--- src/rtl/sw_debounce.sv ---
// sw_debounce: two-flop synchroniser plus per-bit stability counter, with registered edge pulses
module sw_debounce #(
  parameter int WIDTH = 10,
  parameter int STABLE_CYCLES = 1000000,
  parameter int CNT_W = $clog2(STABLE_CYCLES)
) (
  input  logic             CLOCK_50,
  input  logic             RESET_N,
  input  logic [WIDTH-1:0] sw_raw,
  output logic [WIDTH-1:0] sw_clean,
  output logic [WIDTH-1:0] sw_rise,
  output logic [WIDTH-1:0] sw_fall,
  output logic             sw_changed
);
  localparam logic [CNT_W-1:0] LAST = CNT_W'(STABLE_CYCLES - 1);
  logic [WIDTH-1:0] sync1, sync2, pending, accept;
  logic [CNT_W-1:0] cnt [WIDTH];
  assign pending = sync2 ^ sw_clean;
  // a bit is accepted once it has been pending for the full count
  always_comb begin
    accept = '0;
    for (int i = 0; i < WIDTH; i++) accept[i] = pending[i] && (cnt[i] == LAST);
  end
  // two-flop synchroniser for the asynchronous switch inputs
  always_ff @(posedge CLOCK_50 or negedge RESET_N) begin
    if (!RESET_N) begin
      sync1 <= '0;
      sync2 <= '0;
    end else begin
      sync1 <= sw_raw;
      sync2 <= sync1;
    end
  end
  // per-bit stability counters; any return to the accepted level restarts the count
  always_ff @(posedge CLOCK_50 or negedge RESET_N) begin
    if (!RESET_N) begin
      for (int i = 0; i < WIDTH; i++) cnt[i] <= '0;
    end else begin
      for (int i = 0; i < WIDTH; i++) cnt[i] <= (pending[i] && !accept[i]) ? cnt[i] + 1'b1 : '0;
    end
  end
  // clean level and one-cycle pulses all register on the accept edge
  always_ff @(posedge CLOCK_50 or negedge RESET_N) begin
    if (!RESET_N) begin
      sw_clean   <= '0;
      sw_rise    <= '0;
      sw_fall    <= '0;
      sw_changed <= 1'b0;
    end else begin
      sw_clean   <= sw_clean ^ accept;
      sw_rise    <= accept & sync2;
      sw_fall    <= accept & ~sync2;
      sw_changed <= |accept;
    end
  end
endmodule

--- config.mk ---
export PLATFORM = sky130hd
export DESIGN_NAME = sw_debounce
export DESIGN_NICKNAME = d
export VERILOG_FILES = /design/src/rtl/sw_debounce.sv
export SDC_FILE = /design/constraint.sdc
export NUM_CORES = 1
export LEC_CHECK = 0
export CORE_AREA = 2 2 199 123
export DETAILED_ROUTE_END_ITERATION = 12
export DIE_AREA = 0 0 201 125
export PLACE_DENSITY = 0.68
export SLEW_MARGIN = 20
export SYNTH_ARGS = -nofsm -noshare
export SYNTH_HDL_FRONTEND = slang
export SYNTH_SLANG_ARGS = --single-unit
export TNS_END_PERCENT = 30
--- constraint.sdc ---
create_clock -name CLOCK_50 -period 4.98 [get_ports CLOCK_50]
set_input_delay 1.494 -clock CLOCK_50 [delete_from_list [all_inputs] [get_ports CLOCK_50]]
set_output_delay 1.494 -clock CLOCK_50 [all_outputs]
set_load 0.01 [all_outputs]
; Word level (Yosys, flattened, before mapping)
; Cells that the tools add are included.
[totals]
ff_bits = 251
inputBits = 12
[op_classes]
muxes = 10
n_bitwise = 5
reduce_logical = 31
n_eq_ne = 10
addsub = 10
[op_table]
columns = cell, n
row1 = $add A20 B1 Y20 const B, 10
row2 = $eq A20 B20 Y1 const B, 10
row3 = $mux W20, 10
row4 = $and A10 B10 Y10, 2
row5 = $logic_and A1 B1 Y1, 20
row6 = $xor A10 B10 Y10, 2
row7 = $logic_not A1 Y1, 10
row8 = $not A10 Y10, 1
row9 = $reduce_or A10 Y1, 1

; Longest topological paths before layout
; Gate-level depths: netlist of the first run.
[logic_depth]
depth_word = 5
ltp_mapped = 8
mapped_depth_nobuf = 6

; Least setup slack after synthesis of the first run
; Ideal clock, no wire load.
[synth_path]
path_type = reg-to-output
from = register (tool-made name)
to = output sw_clean[0]
slack_ns = 3.047
n_path_buf = 0
path_stages_with_launch = 1
required_time_ns = 3.486
arrival_ns = 0.439
path_cell_list = dfrtp_1
[synth_lines]
columns = item, line_no
row1 = to (decl), 10  ; output logic [WIDTH-1:0] sw_clean,

==> impl_results.rst, run 1 <==
.. list-table::
   :header-rows: 1

   * - Metric
     - Value
   * - Clock skew
     - ~6.0 ps
   * - CP startpoint kind
     - register
   * - Share of layout cells above drive strength 1
     - 6.19%
   * - Total iterations of the first detailed-routing run
     - 4
   * - Delay-heaviest family, CP
     - buffers and inverters
   * - Critical Path End Type
     - output pin
   * - Number of synthesized register bits
     - 251
   * - Warning count from the yosys run
     - 0
   * - Total inserted antenna cells
     - 0
   * - Worst reg-to-reg setup slack
     - approximately 2800 ps
   * - Number of library cell types mapped by synthesis
     - 49
   * - Origin of the critical flop-to-flop path
     - cnt[40]
   * - Syn Nets
     - roughly 1100
   * - Critical R2R Capture
     - sw_changed
   * - Status
     - complete, no violations
   * - Global placement routability congestion
     - ~0.8
   * - Number of antenna violations at the first check in global routing
     - 0
   * - Minimum setup slack in the final design
     - roughly 1900 ps
   * - Total setup violations reported at the end of the flow
     - 0
   * - Number of gates given a new drive strength after cts
     - 0
   * - Die Y-Extent
     - about 130 um
   * - Worst setup timing slack at the placement stage
     - 2470 ps
   * - Clock tree root driver cell
     - clkbuf_16
   * - Class of the most critical setup path
     - register to output pin
   * - Vias per inst
     - 5.07
   * - Area fraction of the dominant cell type after synthesis
     - a little over half
   * - Class of the tightest hold or removal check
     - register to register
   * - Number of instances on the worst hold path
     - 0
   * - Wire length per cell after detailed routing
     - 14.2 um
   * - Clock tree from TritonCTS
     - built
   * - CTS Buf Count
     - 24
   * - Critical-path cell with the highest stage delay
     - clkdlybuf4s50_1
   * - Tmin final
     - between 3000 and 4000 ps
   * - Count of final hold-check violations
     - 0
   * - Unrepaired setup endpoints after global routing
     - no
   * - Cells traversed along the worst timing path
     - clkdlybuf4s50_1
   * - Post-route antenna net violation count
     - 0
   * - Gate count after technology mapping
     - 1098
   * - Deepest level of the CTS H-tree
     - 1
   * - Highest-utilization routing layer at the global route stage
     - met1
   * - Syn-to-layout area delta
     - 13.7%
   * - Worst-case clock buffer depth
     - 3
   * - Postcts setup bufs
     - 0
   * - Latest clock arrival within the worst-skew pair
     - 530 ps
   * - Clk sinks
     - 251
   * - Worst Reg2Reg Path Length in Cells
     - 6
   * - Library cell with the largest summed area after synthesis
     - dfrtp_1
   * - DRT Wirelength
     - 21.1 mm
   * - Via count of the first global-routing pass
     - 7044
   * - Cts-stage hold buffer count
     - 0
   * - Largest net degree at the start of global routing
     - 120
   * - Met2 layer usage reported by global route
     - 22.8%
   * - Wire length of the first global-routing pass
     - 36.0 mm
   * - Number of fill cells in the layout
     - 2047
   * - Number of slew-limit violations in the final report
     - 0
   * - Total chip power
     - 4.13 mW
   * - Sequential fraction of the synthesis area
     - about 55%
   * - Terminating pin of the worst hold path
     - sync2[1]
   * - Post-Synthesis Cell Area
     - 11500 um2
   * - Relative slew slack
     - between 40% and 50%
   * - # port buffers
     - 42
   * - Leakage
     - 5.51 nW
   * - WP depth
     - 1
   * - Detailed-route DRC error count
     - 0
   * - Effective utilization at floorplan
     - 48.7%
   * - Total power divided by cell area
     - 317 nW/um2
   * - Data arrival, critical path
     - 1560 ps
   * - Number of DRC markers after the initial detailed-route iteration
     - 402
   * - Achievable clock frequency
     - 0.328 GHz
   * - CP Data Required Time
     - 3490 ps
   * - Fin cells
     - 1486
   * - Delay of the slowest critical-path stage
     - 580 ps
   * - Floorplan Core Area
     - approximately 24000 um2
   * - Overall track demand over capacity in global routing
     - between 10% and 20%
   * - IO Count
     - 43
   * - Overall die width
     - 201 um
   * - Met3 usage
     - ~3.3%
   * - Origin of the worst min-delay path
     - sync1[1]
   * - Proportion of synthesized flip-flops having asynchronous set or reset
     - 100%
   * - Final cycle utilization of the critical path
     - 61.2%
   * - Die Outline Area
     - 25100 um2
   * - Measured slew at the worst slew-check pin
     - just under 900 ps
   * - Number of enable-type register cells in the synthesized netlist
     - 0
   * - Most frequent cells after synthesis
     - 251 x dfrtp_1, 224 x nor2_1, 102 x xnor2_1, 90 x xor2_1, 77 x nand3_1
   * - Count of nets after finishing
     - between 1000 and 1500
   * - Register clock-pin slew on the reported worst setup and hold paths
     - ~60 ps
   * - Hpwl dp
     - 14.0 mm
   * - Sum of negative setup slack
     - 0 ps
   * - Vias after detailed routing
     - between 7000 and 8000
   * - Leftover overflow at the end of global routing
     - 0
   * - Final hold slack
     - roughly 350 ps
   * - Maximum fanout encountered on the critical timing path
     - 6
   * - Worst ir drop on vdd
     - 194 uV
   * - Post-synthesis area per instance
     - roughly 10 um2
   * - Cell with the most instances after synthesis
     - dfrtp_1
   * - Met1 global-route usage
     - 28.7%
   * - Count of buffer and inverter cells on the critical path
     - 1
   * - Maxcap violations
     - 0
   * - Main area contributors after synthesis
     - dfrtp_1 55%, xnor2_1 7.8%, nor2_1 7.3%, xor2_1 6.9%, nand3_1 3.4%
   * - FP Rows
     - 44
   * - Ys flop type
     - dfrtp_1
   * - # placed instances
     - between 1000 and 1500
==> final cells by class <==
| cell class | instances | area (um2) | share of cell area (%) |
|---|---|---|---|
| multi-input combinational | 802 | 4950 | 38.0 |
| inverter | 23 | 86.3 | 0.663 |
| timing repair buffer | 45 | 473 | 3.63 |
| sequential | 251 | 6280 | 48.2 |
| tap | 322 | 403 | 3.09 |
| clock buffer | 35 | 713 | 5.47 |
| clock inverter | 8 | 115 | 0.884 |
==> logic make-up after synthesis <==
logic type                 count (synthesis)  synth area share (%)
AOI/OAI and AO/OA                          5                 0.350
xor gates and xnor gates                 192                  14.7
adders and majority gates                 10                  1.09
buffers and inverters                     45                  1.91
DFF                                      251                  54.8
muxes                                      9                 0.983
and+or+nand+nor                          586                  26.1
==> power by group <==
| group | switching (mW) | internal (mW) | total, mW |
|---|---|---|---|
| combinational | 0.0860 | 0.0377 | 0.124 |
| sequential | 0.0271 | 2.07 | 2.09 |
| clock | 0.764 | 1.15 | 1.91 |
| total | 0.878 | 3.25 | 4.13 |
==> layout by cell type (no fill, tap or decap), drive strengths merged, types with 23 or more instances in the layout <==
master	count
and3	43
clkdlybuf4s50	41
clkbuf	35
dfrtp	251
nand3	78
nor2	233
inv	23
xnor2	102
nor3	29
nand2	70
xor2	90
nand4	38
==> state kept, by name (all words and copies together), names as in the netlist, named ones only <==
signal      cells
cnt           200
sw_changed      1
sw_fall        10
sw_rise        10
sync1          10
sync2          10
==> per-layer routing <==
layer	part of all wire [%]	wire length [um]	up-vias
li1	-	-	3798
met4	2.0	411	0
met5	0	0	-
met2	39	8140	98
met1	56	11700	3608
met3	3.7	778	28
==> how the worst max path moves through the flow <==
stage / startpoint / endpoint
finish: register / sw_clean[0]
global route: register / sw_clean[0]
detailed placement: RESET_N / sw_fall[8]
CTS: register / sw_clean[0]
global placement: RESET_N / cnt[144]
floorplan: register / sw_clean[0]
==> metrics by stage <==
step,cell area [um2],utilization (%)
after CTS,13000,55.4
after floorplan,11500,-
final,13000,55.4
after global routing,13000,55.4
after global placement,12200,51.9
after detailed placement,12200,51.9
No activity file was read; power rests on OpenSTA's default activity.
==> run 2: changes to the inputs <==
==> constraint.sdc (replaced) <==
create_clock -name CLOCK_50 -period 3.2 [get_ports CLOCK_50]
set_input_delay 0.96 -clock CLOCK_50 [delete_from_list [all_inputs] [get_ports CLOCK_50]]
set_output_delay 0.96 -clock CLOCK_50 [all_outputs]
set_load 0.01 [all_outputs]
==> impl_results.rst, run 2 (synthesis results as in run 1) <==
.. list-table::
   :header-rows: 1

   * - Metric
     - Value
   * - Class of the tightest hold or removal check
     - register to register
   * - Clock skew
     - 10.9 ps (+4.85 ps)
   * - Vias per inst
     - 5.08 (+0.28%)
   * - Critical-path cell with the highest stage delay
     - clkdlybuf4s50_1
   * - Hpwl dp
     - 14.0 mm (+0.35%)
   * - WP depth
     - 1 (unchanged)
   * - Class of the most critical setup path
     - register to output pin
   * - Register clock-pin slew on the reported worst setup and hold paths
     - 70 ps (about the same)
   * - Number of antenna violations at the first check in global routing
     - 1 (+1)
   * - IO Count
     - 43 (unchanged)
   * - Vias after detailed routing
     - 7568 (+0.48%)
   * - Length of routed met2 wiring
     - 8.23 mm (+1.1%)
   * - Relative contribution of combinational cells to total power
     - 3.1% (about the same)
   * - CP startpoint kind
     - register
   * - Worst-case clock buffer depth
     - 3 (unchanged)
   * - DR WL met3
     - 908 um (+17%)
   * - Number of gates given a new drive strength after cts
     - 0 (unchanged)
   * - Count of final hold-check violations
     - 0 (unchanged)
   * - Detailed-route DRC error count
     - 0 (unchanged)
   * - Share of layout cells above drive strength 1
     - 6.26% (+0.075 points)
   * - Share of total power consumed by net switching
     - 22.1% (+0.82 points)
   * - Global placement routability congestion
     - 0.803 (+2.2%)
   * - Origin of the critical flop-to-flop path
     - cnt[40]
   * - Count of nets after finishing
     - 1171 (+0.17%)
   * - Status
     - complete, no violations
   * - Length of routed wiring on met1
     - 11.3 mm (-3.7%)
   * - Count of buffer and inverter cells on the critical path
     - 1 (unchanged)
   * - Final cycle utilization of the critical path
     - 78.6%
   * - Achievable clock frequency
     - 0.397 GHz
   * - Largest net degree at the start of global routing
     - 78 (-35%)
   * - Critical R2R Capture
     - sw_changed
   * - Total power divided by cell area
     - 479 nW/um2 (+51%)
   * - Number of DRC markers after the initial detailed-route iteration
     - 453 (+13%)
   * - Latest clock arrival within the worst-skew pair
     - 520 ps (about the same)
   * - Overall die width
     - 201 um (unchanged)
   * - Clock tree root driver cell
     - clkbuf_16
   * - FP Rows
     - 44 (unchanged)
   * - Clock tree from TritonCTS
     - built
   * - Relative slew slack
     - 25.5% (-15 points)
   * - Number of slew-limit violations in the final report
     - 0 (unchanged)
   * - Clk sinks
     - 251 (unchanged)
   * - Leakage
     - 5.48 nW (-0.54%)
   * - Deepest level of the CTS H-tree
     - 1 (unchanged)
   * - Worst Reg2Reg Path Length in Cells
     - 6 (unchanged)
   * - CP Data Required Time
     - 2240 ps (-1250 ps)
   * - Total iterations of the first detailed-routing run
     - 4 (unchanged)
   * - Measured slew at the worst slew-check pin
     - 1100 ps (+217 ps)
   * - Overall track demand over capacity in global routing
     - 17.4% (+0.19 points)
   * - Post-route antenna net violation count
     - 0 (unchanged)
   * - Switching pwr
     - 1.37 mW (+56%)
   * - Via count of the first global-routing pass
     - 7396 (+5.0%)
   * - Tmin final
     - 2520 ps
   * - Wire length per cell after detailed routing
     - 14.0 um (-1.5%)
   * - Cell area reported after detailed placement
     - 12200 um2 (+0.12%)
   * - Top reg by flops
     - cnt
   * - Commonest cells after routing, fill and taps aside
     - 251 x dfrtp_1, 224 x nor2_1, 102 x xnor2_1
   * - CTS Buf Count
     - 24 (unchanged)
   * - Final standard cell area without fillers
     - 13000 um2 (-0.36%)
   * - Unrepaired setup endpoints after global routing
     - no
   * - Postcts setup bufs
     - 0 (unchanged)
   * - Die Outline Area
     - 25100 um2 (unchanged)
   * - Maxcap violations
     - 0 (unchanged)
   * - Cts-stage hold buffer count
     - 0 (unchanged)
   * - # port buffers
     - 42 (unchanged)
   * - Effective utilization at floorplan
     - 48.7% (unchanged)
   * - Floorplan Core Area
     - 23500 um2 (unchanged)
   * - Sequential group share of total power
     - 52.4% (+1.7 points)
   * - Worst setup path end
     - sw_clean[5]
   * - Delay of the slowest critical-path stage
     - 580 ps (about the same)
   * - Die Y-Extent
     - 125 um (unchanged)
   * - Sum of negative setup slack
     - 0 ps (unchanged)
   * - Total chip power
     - 6.21 mW (+51%)
   * - Worst ir drop on vdd
     - 361 uV (+86%)
   * - Maximum fanout encountered on the critical timing path
     - 5 (-1)
   * - Wire length of the first global-routing pass
     - 36.9 mm (+2.3%)
   * - Uppermost routed layer
     - met4
   * - Most common cell after layout, fill and taps aside
     - dfrtp_1
   * - Total setup violations reported at the end of the flow
     - 0 (unchanged)
   * - Syn-to-layout area delta
     - 13.3%
   * - Final hold slack
     - 348 ps (+2.23 ps)
   * - Leftover overflow at the end of global routing
     - 0 (unchanged)
   * - Cells traversed along the worst timing path
     - clkdlybuf4s50_1
   * - Data arrival, critical path
     - 1560 ps (about the same)
   * - Worst reg-to-reg setup slack
     - 850 ps (-1900 ps)
   * - Critical Path End Type
     - output pin
   * - Internal power
     - 4.84 mW (+49%)
   * - Delay-heaviest family, CP
     - buffers and inverters
   * - Flip-flop count of the largest register, all copies and words added
     - 200 (unchanged)
   * - DRT Wirelength
     - 20.8 mm (-1.3%)
   * - Core utilization of the finished layout
     - 55.2% (-0.20 points)
   * - Part of the power in the clock network
     - 44.5% (-1.8 points)
## run 2: cell count changes in the layout (fill, tap and decap cells not counted)
cell,previous run,this run
buf_4,1,3
bufinv_16,3,1
clkbuf_8,5,2
clkinvlp_4,0,2
clkbuf_1,5,6
inv_6,0,2
diode_2,0,1
## run 2: per-layer routing
metal,GRT usage [%],up-vias
li1,-,3787
met1,28.0,3648
met5,0,-
met2,23.7,105
met3,4.09,28
met4,3.70,0
## run 2: metrics by stage
step	cells	setup WS [ps]
final	1489	683
after global routing	1488	603
after CTS	1488	658
after detailed placement	1445	943
after global placement	1445	881
after floorplan	1098	1370
## run 2: final cells by class
cell class                 instances  area (um2)
antenna                            1        2.50
timing repair buffer              47         488
fill                            2016       10500
clock buffer                      33         676
tap                              322         403
multi-input combinational        802        4950
clock inverter                    10        87.6
inverter                          23        86.3
sequential                       251        6280
## run 2: power by group through the flow
stage	registers, mW	logic (mW)	clock network [mW]
final	3.26	0.192	2.77
after global routing	3.26	0.225	2.99
after CTS	3.26	0.200	2.86
after detailed placement	3.32	0.200	0
after global placement	3.31	0.199	0
after floorplan	3.31	0.0960	0
## run 2: worst min-delay path by stage
stage	from	end	cells after the start
4_1_cts	sync1[8]	sync2[8]	0
3_5_place_dp	sync1[8]	sync2[8]	0
2_1_floorplan	sync1[0]	sync2[0]	0
3_3_place_gp	sync1[7]	sync2[7]	0
5_1_grt	sync1[3]	sync2[3]	0
6_report	sync1[8]	sync2[8]	0
